[config.mk]
export PLATFORM = sky130hd
export DESIGN_NAME = memory_readback
export DESIGN_NICKNAME = d
export VERILOG_FILES = /design/src/rtl/memory_readback.sv
export SDC_FILE = /design/constraint.sdc
export NUM_CORES = 1
export LEC_CHECK = 0
export BUFFER_PORTS_ARGS = -buffer_cell sky130_fd_sc_hd__buf_2
export CORE_AREA = 3 3 242 244
export CTS_BUF_LIST = sky130_fd_sc_hd__clkbuf_4
export CTS_CLUSTER_SIZE = 24
export DETAILED_ROUTE_END_ITERATION = 10
export DIE_AREA = 0 0 245 247
export PLACE_DENSITY_LB_ADDON = 0.2
export SETUP_SLACK_MARGIN = 0.15
export SLEW_MARGIN = 10
export SYNTH_ARGS = -nofsm -noshare
export SYNTH_HDL_FRONTEND = slang
export SYNTH_SLANG_ARGS = --single-unit
[constraint.sdc]
create_clock -name clk_ram -period 6.65 [get_ports clk_ram]
set_input_delay 0.665 -clock clk_ram [delete_from_list [all_inputs] [get_ports clk_ram]]
set_output_delay 0.665 -clock clk_ram [all_outputs]
set_load 0.02 [all_outputs]
[src/rtl/memory_readback.sv]
// Read-side DDR burst sequencer: issues MIG READ commands under downstream credit and
// forwards returned words one cycle later. Optional perf counters: MEMORY_READBACK_PERF_EN.
module memory_readback #(
  parameter int BURST_STRIDE = 8,
  parameter int FIFO_MARGIN  = 4
) (
  input  logic         clk_ram,
  input  logic         rst,
  input  logic         req_valid,
  output logic         req_ready,
  input  logic [28:0]  req_addr,
  input  logic [15:0]  req_len,
  output logic         done,
  output logic [28:0]  app_addr,
  output logic [2:0]   app_cmd,
  output logic         app_en,
  input  logic         app_rdy,
  input  logic [255:0] app_rd_data,
  input  logic         app_rd_data_valid,
  input  logic         app_rd_data_end,
  output logic         rd_out_wr_en,
  output logic [255:0] rd_out_wr_data,
  output logic         rd_out_last,
  input  logic [9:0]   rd_out_free,
  output logic         err_underrun,
  output logic [1:0]   dbg_state,
  output logic [9:0]   dbg_inflight
`ifdef MEMORY_READBACK_PERF_EN
  ,
  output logic [31:0]  perf_cmds,
  output logic [31:0]  perf_words,
  output logic [31:0]  perf_credit_stalls
`endif
);

  typedef enum logic [1:0] {IDLE = 2'd0, ISSUE = 2'd1, DRAIN = 2'd2} state_t;

  state_t         state_q, state_d;
  logic [28:0]    cmd_addr_q, cmd_addr_d;
  logic [15:0]    cmds_left_q, cmds_left_d;
  logic [16:0]    words_left_q, words_left_d;
  logic [9:0]     inflight_q, inflight_d;
  logic           hold_q, hold_d;
  logic           req_ready_q, req_ready_d;
  logic           done_q, done_d;
  logic           wr_en_q, wr_en_d;
  logic [255:0]   wr_data_q, wr_data_d;
  logic           last_q, last_d;
  logic           err_q, err_d;

  logic accept, credit_ok, app_en_c, retire, data_ok, final_word;

  // Handshakes: a request transfers on req_valid && req_ready; a command transfers on
  // app_en && app_rdy, and once app_en is raised it stays up with a stable address until then.
  always_comb begin
    accept     = req_valid && req_ready_q;
    credit_ok  = ({1'b0, inflight_q} + 11'(FIFO_MARGIN + 2)) <= {1'b0, rd_out_free};
    app_en_c   = (state_q == ISSUE) && (hold_q || credit_ok);
    retire     = app_en_c && app_rdy;
    data_ok    = app_rd_data_valid && (inflight_q != 10'd0);
    final_word = data_ok && (words_left_q == 17'd1);

    state_d      = state_q;
    cmd_addr_d   = cmd_addr_q;
    cmds_left_d  = cmds_left_q;
    words_left_d = words_left_q;
    hold_d       = app_en_c && !app_rdy;
    done_d       = final_word;
    wr_en_d      = data_ok;
    wr_data_d    = data_ok ? app_rd_data : wr_data_q;
    last_d       = final_word;
    inflight_d   = inflight_q + (retire ? 10'd2 : 10'd0) - (data_ok ? 10'd1 : 10'd0);
    // Data with nothing outstanding, or a burst end on the first word of a pair, is an error.
    err_d        = err_q
                 || (app_rd_data_valid && (inflight_q == 10'd0))
                 || (data_ok && app_rd_data_end && !words_left_q[0]);

    if (data_ok) words_left_d = words_left_q - 17'd1;
    if (retire) begin
      cmd_addr_d  = cmd_addr_q + 29'(BURST_STRIDE);
      cmds_left_d = cmds_left_q - 16'd1;
    end

    case (state_q)
      IDLE: begin
        if (accept) begin
          cmd_addr_d   = req_addr;
          cmds_left_d  = req_len;
          words_left_d = {req_len, 1'b0};
          if (req_len == 16'd0) done_d = 1'b1;
          else                  state_d = ISSUE;
        end
      end
      ISSUE: if (retire && (cmds_left_q == 16'd1)) state_d = DRAIN;
      DRAIN: if (final_word) state_d = IDLE;
      default: state_d = IDLE;
    endcase

    req_ready_d = (state_d == IDLE) && !done_d;
  end

  always_ff @(posedge clk_ram) begin
    if (rst) begin
      state_q      <= IDLE;
      cmd_addr_q   <= '0;
      cmds_left_q  <= '0;
      words_left_q <= '0;
      inflight_q   <= '0;
      hold_q       <= 1'b0;
      req_ready_q  <= 1'b0;
      done_q       <= 1'b0;
      wr_en_q      <= 1'b0;
      wr_data_q    <= '0;
      last_q       <= 1'b0;
      err_q        <= 1'b0;
    end else begin
      state_q      <= state_d;
      cmd_addr_q   <= cmd_addr_d;
      cmds_left_q  <= cmds_left_d;
      words_left_q <= words_left_d;
      inflight_q   <= inflight_d;
      hold_q       <= hold_d;
      req_ready_q  <= req_ready_d;
      done_q       <= done_d;
      wr_en_q      <= wr_en_d;
      wr_data_q    <= wr_data_d;
      last_q       <= last_d;
      err_q        <= err_d;
    end
  end

  assign req_ready      = req_ready_q;
  assign done           = done_q;
  assign app_en         = app_en_c;
  assign app_addr       = cmd_addr_q;
  assign app_cmd        = app_en_c ? 3'b001 : 3'b000;
  assign rd_out_wr_en   = wr_en_q;
  assign rd_out_wr_data = wr_data_q;
  assign rd_out_last    = last_q;
  assign err_underrun   = err_q;
  assign dbg_state      = state_q;
  assign dbg_inflight   = inflight_q;

`ifdef MEMORY_READBACK_PERF_EN
  logic [31:0] perf_cmds_q, perf_cmds_d;
  logic [31:0] perf_words_q, perf_words_d;
  logic [31:0] perf_stall_q, perf_stall_d;

  always_comb begin
    perf_cmds_d  = perf_cmds_q;
    perf_words_d = perf_words_q;
    perf_stall_d = perf_stall_q;
    if (retire && (perf_cmds_q != 32'hFFFF_FFFF)) perf_cmds_d = perf_cmds_q + 32'd1;
    if (data_ok && (perf_words_q != 32'hFFFF_FFFF)) perf_words_d = perf_words_q + 32'd1;
    if ((state_q == ISSUE) && !app_en_c && (perf_stall_q != 32'hFFFF_FFFF))
      perf_stall_d = perf_stall_q + 32'd1;
  end

  always_ff @(posedge clk_ram) begin
    if (rst) begin
      perf_cmds_q  <= '0;
      perf_words_q <= '0;
      perf_stall_q <= '0;
    end else begin
      perf_cmds_q  <= perf_cmds_d;
      perf_words_q <= perf_words_d;
      perf_stall_q <= perf_stall_d;
    end
  end

  assign perf_cmds          = perf_cmds_q;
  assign perf_words         = perf_words_q;
  assign perf_credit_stalls = perf_stall_q;
`endif

endmodule

* Yosys cells after proc, flatten, opt, wreduce, memory -nomap -nowiden
Cells that the tools add are included.
** Word-level totals
- Register bits :: 336
- Latch bits :: 0
- Memory bits (writable) :: 0
- Memory bits (read-only) :: 0
- Input port bits :: 317
- Logic and storage cells :: 65
- Memories :: 0
** Operators by class
- Add/sub/neg operators :: 6
- Multipliers :: 0
- Divide/modulo/power cells :: 0
- Order comparisons :: 1
- Equality and inequality tests :: 4
- Shift operators :: 0
- Mux-type cells :: 20
- Bitwise logic cells :: 0
- Reduce and logical (&&, ||, !) cells :: 22
** Operators with widths (number)
- 29-bit two-way mux :: 3
- 17-bit two-way mux :: 3
- 16-bit two-way mux :: 3
- 29-bit by 4-bit adder with 29-bit output (second input constant) :: 1
- 17-bit by 1-bit == test with 1-bit output (second input constant) :: 1
- 17-bit by 1-bit subtractor with 17-bit output (second input constant) :: 1
- 16-bit by 1-bit == test with 1-bit output (second input constant) :: 1
- 16-bit logical NOT :: 1
- 16-bit by 1-bit subtractor with 16-bit output (second input constant) :: 1
- 10-bit by 3-bit adder with 11-bit output (second input constant) :: 1
- 11-bit by 10-bit <= comparator with 1-bit output :: 1
- 1-bit logical AND :: 11
- 10-bit by 2-bit adder with 10-bit output :: 1
- 10-bit logical NOT :: 1
- 2-bit two-way mux :: 5
- 10-bit nonzero test :: 1
- 10-bit by 1-bit subtractor with 10-bit output :: 1
- 2-bit case mux with 3 select lines :: 1
- 1-bit two-way mux :: 5
- 2-bit logical NOT :: 2
- 1-bit logical NOT :: 3
- 1-bit logical OR :: 3
- 2-bit by 1-bit == test with 1-bit output (second input constant) :: 1
- 2-bit == test (second input constant) :: 1

* Longest topological paths before layout
Gate-level depths: netlist (run 1).
- Depth after elaboration :: 10
- Depth in mapped cells :: 23
- Gate-level depth less buffers :: 21

* Least setup slack after synthesis (run 1)
No wires, ideal clock.
- Kind :: reg-to-reg
- From :: register inflight_q[2], in the netlist dbg_inflight[2]
- To :: register inflight_q[9], in the netlist dbg_inflight[9]
- Library setup time :: 121 ps
- Arrival :: 4668 ps
- Data required time :: 6529 ps
- Setup slack :: 1861 ps
- Cell stages (with the launch flop) :: 24
- Period minus slack after synthesis :: 4789 ps
- Path through :: dfxtp_1 > inv_1 > ha_1 > a21o_1 > nand3_1 > xnor2_1 > ha_1 > a21o_1 > a21oi_2 > nand3_2 > o22ai_4 > inv_2 > buf_6 > buf_2 > ha_1 > inv_1 > ha_1 > fa_1 > nor2b_1 > o21ai_0 > a21oi_1 > o21a_1 > o41ai_1 > mux2_2
** Between the ends
- Word-level cells in the longest chain between the ends :: 8
- Elaborated cells between the ends (all ways) :: 11
** RTL lines
- from (decl) :: line 42 : logic [9:0] inflight_q, inflight_d;
- from (signal assigned) :: line 121 : inflight_q <= inflight_d;
- 10-bit by 3-bit adder with 11-bit output :: line 57 : credit_ok = ({1'b0, inflight_q} + 11'(FIFO_MARGIN + 2)) <= {1'b0, rd_out_free};
- 11-bit by 10-bit <= comparator with 1-bit output :: line 57
- 1-bit logical OR :: line 58 : app_en_c = (state_q == ISSUE) && (hold_q || credit_ok);
- 1-bit logical AND :: line 58
- 1-bit logical AND :: line 59 : retire = app_en_c && app_rdy;
- 2-bit two-way mux :: line 72 : inflight_d = inflight_q + (retire ? 10'd2 : 10'd0) - (data_ok ? 10'd1 : 10'd0);
- 10-bit by 2-bit adder with 10-bit output :: line 72
- 10-bit by 1-bit subtractor with 10-bit output (*) :: line 72
Mark *: on every way between the ends. The rest lies on a longest branch, timed or not.
A chain may end at the register's enable or synchronous reset.

* Final worst setup path (run 1)
Same ends and word-level chain as after synthesis.

==> impl_metrics.json, run 1 <==
{
  "dieArea_um2": 60520,
  "postSynthCellCount": 1718,
  "crit_chain": "inv_1, ha_1, a21o_1, nand3_1, xnor2_1, ha_1, a21o_1, a21oi_2, nand3_2, o22ai_4, inv_2, ha_1, inv_1, ha_1, fa_1, nor2b_1, o21ai_0, a21oi_1, o21a_1, o41ai_1, mux2_2",
  "syn_to_final_growth_pct": 50.80,
  "end_kind": "flop",
  "final_common_cell": "buf_2",
  "ios": 623,
  "cts_sinks": 336,
  "nNetsFinal": 2890,
  "crit-reg2reg-launch": "dbg_inflight[2]",
  "cts_max_path_buffers": 3,
  "status": "complete, no violations",
  "core_um2": 56500,
  "worst_setup_path_start_kind": "flop",
  "finalCritPeriodShare_pct": 84.17,
  "root_buffer": "clkbuf_4",
  "fin_area_um2": 20580,
  "final_antenna_net_count": 0,
  "setup_ws_ps": 1053,
  "worstRegToRegCells": 21,
  "drv_slew": 0,
  "min_to": "err_underrun",
  "grt_first_pass_wirelength_um": 81680,
  "critPathTopFamily": "compound AO/OA/AOI/OAI gates",
  "vias": 15090,
  "track_usage_pct": 16.89,
  "top_layer_used": "met4",
  "period_needed_ps": 5597,
  "grt_overflow_total": 0,
  "r2r-end": "dbg_inflight[9]",
  "maxCapViolCount": 0,
  "wl_per_cell_um": 16.09,
  "path_max_fanout": 45,
  "io_buffers": 620,
  "reg2reg_slack_ps": 1050,
  "start_util_pct": 24.16,
  "grt_max_degree": 200,
  "place_ws_ps": 1056,
  "yosysTopAreaCell": "dfxtp_1",
  "clkTransAtPathRegs_ps": 70,
  "max_freq_mhz": 178.7,
  "wl_met2_um": 26500,
  "wl_met1_um": 21060,
  "numCtsBuffers": 96,
  "hp-class": "primary input to flop",
  "postCtsResizedCells": 0,
  "drive_gt1_share_pct": 30.82,
  "arrival_ps": 6290,
  "ys_types": 63,
  "clk_latency_ps": 820,
  "powerDensity_nw_per_um2": 296.4,
  "route.detailed.drc": 0,
  "place_congestion": 0.8076,
  "yosysWarningCount": 0,
  "slew_headroom_pct": 15.52,
  "num_rows": 87,
  "skew_ps": 69.72,
  "p_leak_uw": 0.009410,
  "netlist.area_leader.share_pct": 49.28,
  "finalHoldViolCount": 0,
  "async_flop_share_pct": 0,
  "placed_cell_area_um2": 17360,
  "path_buf_inv": 3,
  "cp.required_ps": 7350,
  "ir_drop_mv": 0.1432,
  "syn_avg_cell_area_um2": 7.946,
  "final_cell_mix": "buf_2, nand2_1, dfxtp_1",
  "setup_tns_ps": 0,
  "antenna_found_initial": 2,
  "syn_area_um2": 13650,
  "die_width_um": 245,
  "rsz0062_at_grt": "false",
  "synth_edf_count": 0,
  "seq_area_frac_synth_pct": 49.28,
  "finalWirelength_um": 54030,
  "hpwl_um": 37840,
  "h-tree-depth": 3,
  "worst_pin_slew_ps": 1267,
  "hp-start": "app_rd_data_valid",
  "drtIter0Drc": 648,
  "die_y_um": 247,
  "hold_depth": 3,
  "firstDrtPassIters": 5,
  "worst_path_max_delay_cell": "o22ai_4",
  "ys.flop_type": "dfxtp_1",
  "path_class": "flop to flop",
  "synth_seq_cells": 336,
  "critPathMaxStageDelay_ps": 480,
  "avgViaCountPerCell": 4.492,
  "setup_viol": 0,
  "cts_tree": "yes",
  "synth_area_leaders": "dfxtp_1, nand2_1, a21oi_1",
  "grt_pass1_vias": 15210,
  "wl_met3_um": 4193,
  "cp_common_cell": "ha_1"
}
-- area by class of cell --
cell class | instances | area, um2
fillers | 5986 | 35910
clock buffers | 137 | 1028
diodes | 7 | 17.52
repair buffers | 832 | 5228
well taps | 756 | 945.9
inverters | 39 | 153.9
multi-input cells | 1229 | 6346
clock inverters | 23 | 138.9
flip-flops and latches | 336 | 6726
-- how the worst max path moves through the flow --
stage                                from              end  slack [ps]  depth (start not counted)
final                     dbg_inflight[2]  dbg_inflight[9]        1050                         21
after global routing      dbg_inflight[2]  dbg_inflight[9]         720                         21
after CTS                 dbg_inflight[2]  dbg_inflight[9]        1030                         21
after detailed placement  dbg_inflight[2]  dbg_inflight[9]        1060                         21
after global placement    dbg_inflight[2]  dbg_inflight[9]        1250                         21
after floorplan           dbg_inflight[2]  dbg_inflight[9]        1860                         23
-- layer usage --
layer,vias to the layer above,GRT usage (%)
met5,-,0
met4,0,7.867
met3,146,5.942
met2,535,29.12
met1,6926,18.64
li1,7483,-
-- logic make-up after synthesis --
logic type / after synthesis / share of synthesized area (%)
XOR/XNOR: 26 / 1.668
other: 1 / 0.02747
buffers and inverters: 154 / 4.409
adder cells (fa/ha/maj): 39 / 3.630
flip-flops: 336 / 49.28
AO/OA/AOI/OAI: 397 / 16.59
AND/OR/NAND/NOR: 761 / 24.10
multiplexers: 4 / 0.3025
-- power by group --
| group | total [uW] | leakage (uW) | switching (uW) | internal (uW) |
|---|---|---|---|---|
| Clock | 1900 | 0.000696 | 920 | 981 |
| Combinational | 1780 | 0.00595 | 1100 | 682 |
| Sequential | 2420 | 0.00277 | 172 | 2250 |
| Total | 6100 | 0.00941 | 2190 | 3910 |
-- Yosys cell counts (4+ instances only) --
library cell,count
a21oi_1,288
a311oi_1,19
a31oi_1,14
and3_1,10
buf_2,4
clkbuf_1,105
dfxtp_1,336
ha_1,38
inv_1,38
nand2_1,540
nand2b_1,4
nand3_1,22
nand4_1,15
nor2_1,62
nor2b_1,8
nor3_1,23
nor4_1,16
o21ai_0,17
o21bai_1,16
o31ai_1,11
o41ai_1,6
or2_2,5
or3_1,19
or4_1,13
xnor2_1,21
xor2_1,5
-- metrics by stage --
step	utilization, %	total power [uW]	hold WS [ps]	instances
after global routing	36.42	6515	-1.931	3355
after CTS	36.41	6206	0.4175	3352
after floorplan	-	3556	449.5	1719
final	36.44	6101	119.1	3359
after global placement	30.72	4129	438.6	2988
after detailed placement	30.72	4156	443.3	2988
-- worst register-to-register path, stage by stage, from the launching register on --
cell and delay (ps):
dfxtp_1 400, inv_1 150, ha_1 220, a21o_1 240, nand3_1 120, xnor2_1 130, ha_1 260, a21o_1 180
a21oi_2 300, nand3_2 150, o22ai_4 480, inv_2 440, ha_1 420, inv_1 40, ha_1 210, fa_1 380
nor2b_1 150, o21ai_0 210, a21oi_1 100, o21a_1 200, o41ai_1 310, mux2_2 380
-- state kept, by name (all words and copies together) (netlist names) --
name and count:
rd_out_wr_data 256, err_underrun 1, cmds_left_q 16, words_left_q 17, dbg_state 2, app_addr 29, hold_q 1, rd_out_wr_en 1
done 1, dbg_inflight 10, req_ready 1, rd_out_last 1
-- repair_timing --
action | in CTS | in global routing
endpoints found under the hold margin | 204 | 0
setup endpoints to repair | 0 | 0
buffers inserted | 0 | 0
hold buffers | 204 | 0
Note: power is estimated with default switching activity, not from simulation.
==> run 2: changes to the inputs <==
Settings changed: CORE_AREA 3 3 242 244 to 3 3 241 243, DIE_AREA 0 0 245 247 to 0 0 244 246.
Clock period 6.65 ns to 4.5 ns, I/O delays scaled along.
==> impl_metrics.json, run 2 (same netlist as run 1, synthesis figures left out) <==
{
  "status": "complete, no violations",
  "syn_to_final_growth_pct": 61.15,
  "final_cell_mix": "buf_2, nand2_1, dfxtp_1",
  "clockPowerShare_pct": 31.5,
  "p_comb_share_pct": 30.4,
  "end_kind": "flop",
  "final_common_cell": "buf_2",
  "die_width_um": 244,
  "worst_path_max_delay_cell": "fa_2",
  "dieArea_um2": 60020,
  "slew_headroom_pct": 30.86,
  "firstDrtPassIters": 5,
  "hp-class": "primary input to flop",
  "io_buffers": 620,
  "power_uw": 9380,
  "cp.required_ps": 5180,
  "ios": 623,
  "final_antenna_net_count": 0,
  "start_util_pct": 24.30,
  "place_congestion": 0.8281,
  "p_leak_uw": 0.01001,
  "worst_pin_slew_ps": 1037,
  "grt_pass1_vias": 16060,
  "num_rows": 87,
  "p_int_uw": 6057,
  "drtIter0Drc": 713,
  "finalWirelength_um": 56160,
  "route.detailed.drc": 0,
  "cp_common_cell": "ha_4",
  "worst_setup_path_start_kind": "flop",
  "largest_reg_flops": 256,
  "core_um2": 56170,
  "placedCellCount": 2992,
  "hold_ws_ps": 372.9,
  "max_freq_mhz": 239.9,
  "skew_ps": 74.47,
  "root_buffer": "clkbuf_4",
  "critPathMaxStageDelay_ps": 390,
  "setup_tns_ps": 0,
  "powerDensity_nw_per_um2": 426.4,
  "grt_first_pass_wirelength_um": 86330,
  "clkTransAtPathRegs_ps": 60,
  "track_usage_pct": 17.90,
  "drive_gt1_share_pct": 30.86,
  "hpwl_um": 38100,
  "final_util_pct": 39.17,
  "avgViaCountPerCell": 4.520,
  "crit_chain": "inv_4, ha_4, a21o_4, nand3_1, xnor2_1, ha_1, a21o_1, a21oi_4, nand3_2, o22ai_4, inv_2, ha_4, inv_2, ha_4, fa_2, nor2b_4, o21ai_2, a21oi_1, o21a_1, o41ai_2, mux2_2",
  "cts_sinks": 336,
  "vias": 15760,
  "setup_viol": 0,
  "path_class": "flop to flop",
  "wl_per_cell_um": 16.10,
  "path_max_fanout": 5,
  "ir_drop_mv": 0.2432,
  "grt_max_degree": 202,
  "drv_slew": 0,
  "maxCapViolCount": 0,
  "numCtsBuffers": 98,
  "clk_latency_ps": 860,
  "net-switching-power_uw": 3323,
  "finalCritPeriodShare_pct": 92.62,
  "die_y_um": 246,
  "rsz0062_at_grt": "false",
  "seq_power_share_pct": 38.1,
  "final.fill_count": 5848,
  "swShare_pct": 35.43,
  "arrival_ps": 4850,
  "antenna_found_initial": 8,
  "cts_max_path_buffers": 3,
  "h-tree-depth": 3,
  "period_needed_ps": 4168,
  "cts_tree": "yes",
  "nNetsFinal": 3011,
  "finalHoldViolCount": 0,
  "grt_overflow_total": 0,
  "stdcell_count": 3487
}
[run 2: path summary, 6_finish.rpt]
check	start	to	slack (ps)	cells past startpoint
worst max-delay path	dbg_inflight[2]	dbg_inflight[9]	330	21
worst min-delay path	req_valid	app_addr[2]	370	4
worst max register to register	dbg_inflight[2]	dbg_inflight[9]	330	21
worst min register to register	rd_out_wr_data[161]	rd_out_wr_data[161]	450	2
[run 2: timing repair]
action                                 4_1_cts  5_1_grt
setup endpoints to repair                    1        4
resized for setup                            3        7
hold buffers                               314        0
endpoints found under the hold margin      325        0
pin swaps                                    3       10
setup buffers                                3        2
[run 2: layer usage]
layer	GRT usage [%]	vias to the layer above	wire (um)
met3	5.540	164	3660
met5	0	-	36
met1	20.66	7308	22420
li1	-	7731	-
met4	9.242	6	2718
met2	29.90	552	27320
[run 2: cell type report]
cell class | count | area [um2] | share of cell area [%]
Antenna cell | 6 | 15.01 | 0.06825
Inverter | 39 | 156.4 | 0.7110
Tap cell | 756 | 945.9 | 4.300
Clock inverter | 19 | 128.9 | 0.5858
Sequential cell | 336 | 6738 | 30.63
Timing Repair Buffer | 951 | 6434 | 29.25
Clock buffer | 151 | 1134 | 5.153
Multi-Input combinational cell | 1229 | 6447 | 29.31
[run 2: worst max-delay path, delay by kind of cell, from the launching register on]
| family | cells | cell delay (ps) |
|---|---|---|
| DFF | 1 | 370 |
| and+or+nand+nor | 3 | 350 |
| AOI/OAI and AO/OA | 8 | 1460 |
| adders and majority gates | 5 | 1220 |
| xor gates and xnor gates | 1 | 120 |
| muxes | 1 | 360 |
| buffers and inverters | 3 | 170 |
[run 2: power by group through the flow]
stage / Sequential (uW) / Clock (uW) / Combinational, uW
floorplan: 3960 / 0 / 1360
global placement: 3620 / 0 / 2580
detailed placement: 3630 / 0 / 2590
CTS: 3570 / 3080 / 2850
global route: 3630 / 3250 / 3150
finish: 3570 / 2950 / 2850
[run 2: stage by stage]
step                      setup WS, ps  cell area [um2]
after floorplan                  105.5            13740
after global placement           162.9            17500
after detailed placement         68.47            17500
after CTS                        154.0            21950
after global routing             150.6            22000
final                            332.0            22000
